$ cat config.mk
export PLATFORM = sky130hd
export DESIGN_NAME = i2c_target_rx
export DESIGN_NICKNAME = d
export VERILOG_FILES = /design/src/rtl/i2c_target_rx.sv
export SDC_FILE = /design/constraint.sdc
export NUM_CORES = 1
export LEC_CHECK = 0
export CORE_AREA = 3 3 80 82
export DETAILED_ROUTE_END_ITERATION = 6
export DIE_AREA = 0 0 83 85
export PLACE_DENSITY = 0.49
export SYNTH_ARGS = -nofsm -noshare
export SYNTH_HDL_FRONTEND = slang
export SYNTH_SLANG_ARGS = --single-unit
$ cat constraint.sdc
create_clock -name clk -period 4.3 [get_ports clk]
set_clock_uncertainty 0.2 [all_clocks]
set_input_delay 0.86 -clock clk [delete_from_list [all_inputs] [get_ports clk]]
set_output_delay 0.86 -clock clk [all_outputs]
set_load 0.02 [all_outputs]
$ cat src/rtl/i2c_target_rx.sv
// I2C target receiver: oversamples scl/sda, detects START/Sr/STOP, ACKs a
// matching write address and strobes out each received data byte.
module i2c_target_rx #(
  parameter logic [6:0]  ADDR        = 7'h2A,
  parameter int unsigned SYNC_STAGES = 2
) (
  input  logic       clk,
  input  logic       rst,
  input  logic       scl,
  input  logic       sda,
  output logic       sda_oe,
  output logic [7:0] dout,
  output logic       rx_valid,
  output logic       start_det,
  output logic       stop_det,
  output logic       addressed,
  output logic [7:0] byte_count,
  output logic       busy
);

  typedef enum logic [2:0] {
    S_IDLE,
    S_ADDR,
    S_ADDR_ACK,
    S_DATA,
    S_DATA_ACK,
    S_IGNORE
  } state_t;

  logic [SYNC_STAGES-1:0] r_scl_sync;
  logic [SYNC_STAGES-1:0] r_sda_sync;
  logic                   r_scl_q;
  logic                   r_sda_q;

  logic                   w_scl_s;
  logic                   w_sda_s;
  logic                   w_scl_rise;
  logic                   w_scl_fall;
  logic                   w_start;
  logic                   w_stop;
  logic [7:0]             w_shifted;

  state_t                 r_state;
  logic [2:0]             r_bit_cnt;
  logic [7:0]             r_shift;
  logic [7:0]             r_dout;
  logic                   r_rx_valid;
  logic                   r_start_det;
  logic                   r_stop_det;
  logic                   r_addressed;
  logic [7:0]             r_byte_count;
  logic                   r_sda_oe;
  logic                   r_ack_half;

  state_t                 w_state_nxt;
  logic [2:0]             w_bit_cnt_nxt;
  logic [7:0]             w_shift_nxt;
  logic [7:0]             w_dout_nxt;
  logic                   w_rx_valid_nxt;
  logic                   w_start_det_nxt;
  logic                   w_stop_det_nxt;
  logic                   w_addressed_nxt;
  logic [7:0]             w_byte_count_nxt;
  logic                   w_sda_oe_nxt;
  logic                   w_ack_half_nxt;

  // Synchronisers reset high so an idle bus is not mistaken for an edge.
  always_ff @(posedge clk or posedge rst) begin
    if (rst) begin
      r_scl_sync <= '1;
      r_sda_sync <= '1;
      r_scl_q    <= 1'b1;
      r_sda_q    <= 1'b1;
    end else begin
      r_scl_sync <= {r_scl_sync[SYNC_STAGES-2:0], scl};
      r_sda_sync <= {r_sda_sync[SYNC_STAGES-2:0], sda};
      r_scl_q    <= w_scl_s;
      r_sda_q    <= w_sda_s;
    end
  end

  assign w_scl_s    = r_scl_sync[SYNC_STAGES-1];
  assign w_sda_s    = r_sda_sync[SYNC_STAGES-1];
  assign w_scl_rise = w_scl_s & ~r_scl_q;
  assign w_scl_fall = ~w_scl_s & r_scl_q;
  // Requiring scl steady high suppresses START/STOP when scl and sda move together.
  assign w_start    = w_scl_s & r_scl_q & r_sda_q & ~w_sda_s;
  assign w_stop     = w_scl_s & r_scl_q & ~r_sda_q & w_sda_s;
  assign w_shifted  = {r_shift[6:0], w_sda_s};

  always_ff @(posedge clk or posedge rst) begin
    if (rst) begin
      r_state      <= S_IDLE;
      r_bit_cnt    <= '0;
      r_shift      <= '0;
      r_dout       <= '0;
      r_rx_valid   <= 1'b0;
      r_start_det  <= 1'b0;
      r_stop_det   <= 1'b0;
      r_addressed  <= 1'b0;
      r_byte_count <= '0;
      r_sda_oe     <= 1'b0;
      r_ack_half   <= 1'b0;
    end else begin
      r_state      <= w_state_nxt;
      r_bit_cnt    <= w_bit_cnt_nxt;
      r_shift      <= w_shift_nxt;
      r_dout       <= w_dout_nxt;
      r_rx_valid   <= w_rx_valid_nxt;
      r_start_det  <= w_start_det_nxt;
      r_stop_det   <= w_stop_det_nxt;
      r_addressed  <= w_addressed_nxt;
      r_byte_count <= w_byte_count_nxt;
      r_sda_oe     <= w_sda_oe_nxt;
      r_ack_half   <= w_ack_half_nxt;
    end
  end

  always_comb begin
    w_state_nxt      = r_state;
    w_bit_cnt_nxt    = r_bit_cnt;
    w_shift_nxt      = r_shift;
    w_dout_nxt       = r_dout;
    w_rx_valid_nxt   = 1'b0;
    w_start_det_nxt  = 1'b0;
    w_stop_det_nxt   = 1'b0;
    w_addressed_nxt  = r_addressed;
    w_byte_count_nxt = r_byte_count;
    w_sda_oe_nxt     = r_sda_oe;
    w_ack_half_nxt   = r_ack_half;

    if (w_start) begin
      w_state_nxt      = S_ADDR;
      w_bit_cnt_nxt    = '0;
      w_shift_nxt      = '0;
      w_byte_count_nxt = '0;
      w_addressed_nxt  = 1'b0;
      w_sda_oe_nxt     = 1'b0;
      w_ack_half_nxt   = 1'b0;
      w_start_det_nxt  = 1'b1;
    end else if (w_stop) begin
      w_state_nxt     = S_IDLE;
      w_bit_cnt_nxt   = '0;
      w_shift_nxt     = '0;
      w_addressed_nxt = 1'b0;
      w_sda_oe_nxt    = 1'b0;
      w_ack_half_nxt  = 1'b0;
      w_stop_det_nxt  = 1'b1;
    end else begin
      case (r_state)
        S_ADDR: begin
          if (w_scl_rise) begin
            w_shift_nxt   = w_shifted;
            w_bit_cnt_nxt = r_bit_cnt + 3'd1;
            if (r_bit_cnt == 3'd7) begin
              w_bit_cnt_nxt = '0;
              if (w_shifted[7:1] == ADDR && !w_shifted[0]) w_state_nxt = S_ADDR_ACK;
              else                                          w_state_nxt = S_IGNORE;
            end
          end
        end
        // First falling edge ends the 8th bit (drive ACK); second ends the 9th (release).
        S_ADDR_ACK, S_DATA_ACK: begin
          if (w_scl_fall) begin
            if (!r_ack_half) begin
              w_sda_oe_nxt    = 1'b1;
              w_addressed_nxt = 1'b1;
              w_ack_half_nxt  = 1'b1;
            end else begin
              w_sda_oe_nxt   = 1'b0;
              w_ack_half_nxt = 1'b0;
              w_state_nxt    = S_DATA;
            end
          end
        end
        S_DATA: begin
          if (w_scl_rise) begin
            w_shift_nxt   = w_shifted;
            w_bit_cnt_nxt = r_bit_cnt + 3'd1;
            if (r_bit_cnt == 3'd7) begin
              w_bit_cnt_nxt  = '0;
              w_dout_nxt     = w_shifted;
              w_rx_valid_nxt = 1'b1;
              if (r_byte_count != 8'hFF) w_byte_count_nxt = r_byte_count + 8'd1;
              w_state_nxt    = S_DATA_ACK;
            end
          end
        end
        default: ;
      endcase
    end
  end

  assign sda_oe     = r_sda_oe;
  assign dout       = r_dout;
  assign rx_valid   = r_rx_valid;
  assign start_det  = r_start_det;
  assign stop_det   = r_stop_det;
  assign addressed  = r_addressed;
  assign byte_count = r_byte_count;
  assign busy       = (r_state != S_IDLE);

endmodule
==> qor.csv <==
metric,value,unit
die area,7055,um2
hold_sp,r_sda_sync[0],
vias post-DR,1397,
Seq cells post-synth,40,
IO Pins,26,
CTS Sinks,40,
CP startpoint,r_state[2],
Detailed Route Iter0 Violations,121,
Routed met3 length,258,um
detailed placement HPWL,2.701,mm
yosys warns,0,
Total Routing Usage GR,11.59,%
cell area after synthesis,1832,um2
vias in the first global route,1313,
WL final,3.889,mm
area grow syn2layout,24.11,%
# Post-CTS Setup Buffers,0,
vias per cell,5.213,
type of the most critical hold path,reg -> reg,
status,"finished, final reports clean",
"Slew Viols, Final",0,
slowest CP cell,clkdlybuf4s50_1,
CTS tree,built,
syn avg cell area,11.17,um2
Syn Nets,171,
Simple-Gate Fraction of Synth Area,19.47,%
DR WL/cell,14.51,um
first-pass GRT wire length,6.637,mm
CP top delay family,buffers and inverters,
Final min period,2.789,ns
initial antenna violation count,0,
clock buffer depth,2,
CP Capture Type,output port,
Synth async-reset ratio,100.0,%
# port buffers,25,
top layer in use,met4,
crit path max fanout,9,
post-route ant nets,0,
"Reg clk slew, reported paths",0.08,ns
drt first pass iters,4,
largest net degree at the start of global routing,41,
RSZ-0062 raised after global routing,false,
final hold vios,0,
core footprint,5816,um2
worst-margin pin slew,0.7243,ns
sequential cell area fraction in the yosys report,55.05,%
hold path cells,0,
Peak VDD IR,0.0001370,V
DRC violations left,0,
GRT overflow,0,
"slowest stage delay, CP",0.54,ns
post-cts sizing count,0,
WS Path Type,reg -> out,
maximum clock rate,358.5,MHz
compound-gate portion of the synthesized area,13.11,%
routability cong.,0.7181,
Pwr Total,803.1,uW
Synth Flop Type,dfrtp_1,
H-tree depth,2,
Crit path depth,2,
fillers,585,
Slew Limit Headroom,51.53,%
die height,85,um
Starting Density,31.50,%
crit start category,flip-flop,
wire length on met1,1.782,mm
"EDFF count, synth",0,
Synth cell types,43,
MaxCap Viol Count,0,
share of cells above drive strength 1,16.58,%
Synth Area in XOR/XNOR,1.844,%
number of core rows,28,
count of final setup violators,0,
Static Leakage,0.0009377,uW
most frequent cells in the layout,"34 x dfrtp_1, 25 x clkdlybuf4s50_1, 22 x nand2_1",
setup TNS,0,ns
hold-fix buffers at CTS,0,
number of buffers created by CTS,5,
worst reg-to-reg path cell count,4,
Layout Nets,199,
Antenna Cells,0,
Cells after Synth,164,
origin of the critical flop-to-flop path,r_scl_sync[1],
width of the chip,83,um
required time worst endpoint,3.24,ns
PwrDens,353.3,nW/um2
Root Buffer,clkbuf_8,
met2 WL post-DR,1.789,mm
Skew-Pair Late Insertion Delay,0.30,ns
"commonest non-fill, non-tap cell in the layout",dfrtp_1,
multiplexer share of the synthesized area,6.079,%
Bufs and invs on worst path,1,
main combinational cell family by area after synthesis,simple AND/OR/NAND/NOR gates,
worst-path cell chain,"or3_1, clkdlybuf4s50_1",
Post-Synth Adder-Cell Area,2.049,%
Tcrit/Tclk final,64.86,%
CP arrival,1.73,ns
[sequential cells by signal, summed over array words and instances (netlist names)]
| name | count |
|---|---|
| byte_count | 8 |
| dout | 8 |
| r_shift | 7 |
| r_bit_cnt | 3 |
| r_state | 3 |
| r_scl_sync | 2 |
| r_sda_sync | 2 |
| addressed | 1 |
| r_ack_half | 1 |
| r_scl_q | 1 |
| r_sda_q | 1 |
| rx_valid | 1 |
| start_det | 1 |
| stop_det | 1 |
[worst register-to-register path, delay by kind of cell, from the launching register on]
family / cells / cell delay [ns]
compound gates: 1 / 0.24
mux: 1 / 0.38
flops: 1 / 0.60
simple gates: 2 / 0.95
[final timing paths]
| path | to | slack, ns |
|---|---|---|
| setup / recovery | busy | 1.51 |
| hold / removal | r_sda_sync[1] | 0.16 |
| setup reg to reg | dout[6] | 1.83 |
| hold reg to reg | r_sda_sync[1] | 0.16 |
| max in group asynchronous | r_scl_q | 2.75 |
| min in group asynchronous | byte_count[2] | 0.79 |
[metrics by stage]
stage	hold WS [ns]	setup slack [ns]	cell area, um2	utilization, %	std cells
final	0.1597	1.511	2273	39.09	268
after global routing	0.1626	1.455	2273	39.09	268
after CTS	0.1566	1.507	2273	39.09	268
after detailed placement	0.1498	1.838	2162	37.18	260
after global placement	0.1475	1.846	2162	37.18	260
after floorplan	0.1452	2.282	1832	-	164
[kinds of logic (layout without fill, tap and decap cells)]
family,Yosys count,count (layout)
simple gates,64,64
fa+ha+maj,3,3
buf+inv,9,38
compound gates,35,35
mux,10,10
xor+xnor,3,3
flops,40,40
[cell usage after synthesis, types with 2 or more instances]
cell       n  area, um2
dfstp_2    6      157.7
or4_1      3      22.52
buf_2      2      10.01
a21oi_1    6      30.03
clkbuf_1   4      15.01
o21ai_0   15      75.07
mux2_2     9      101.4
nor3_1     3      15.01
inv_1      2      7.510
o41ai_1    2      17.52
nand3_1    3      15.01
a31oi_1    2      12.51
nor4_1     2      12.51
nor2b_1    4      25.02
or4b_1     2      20.02
or3_1      2      12.51
o31ai_1    4      30.03
dfrtp_1   34      850.8
and3_1     3      18.77
nand4_1    2      12.51
ha_1       3      37.54
nor2_1     9      33.78
nand2_1   22      82.58
[layout make-up]
class | instances | area [um2] | area share (%)
flip-flops and latches | 40 | 1008 | 44.36
clock buffers | 5 | 68.82 | 3.027
repair buffers | 28 | 272.8 | 12.00
clock inverters | 3 | 42.54 | 1.871
inverters | 2 | 7.507 | 0.3302
well taps | 75 | 93.84 | 4.128
multi-input cells | 115 | 779.5 | 34.29
[report_power, final]
| group | switching, uW | internal, uW | total (uW) | leakage (uW) |
|---|---|---|---|---|
| Clock | 137 | 172 | 309 | 0.0000541 |
| Sequential | 25.2 | 402 | 427 | 0.000531 |
| Combinational | 37.6 | 29.1 | 66.6 | 0.000353 |
| Total | 200 | 603 | 803 | 0.000938 |
[per-layer routing]
| metal | global-route usage (%) | up-vias |
|---|---|---|
| li1 | - | 652 |
| met1 | 16.76 | 687 |
| met2 | 16.69 | 51 |
| met3 | 3.204 | 7 |
| met4 | 4.012 | 0 |
| met5 | 0 | - |
(Power assumes the default switching activity.)
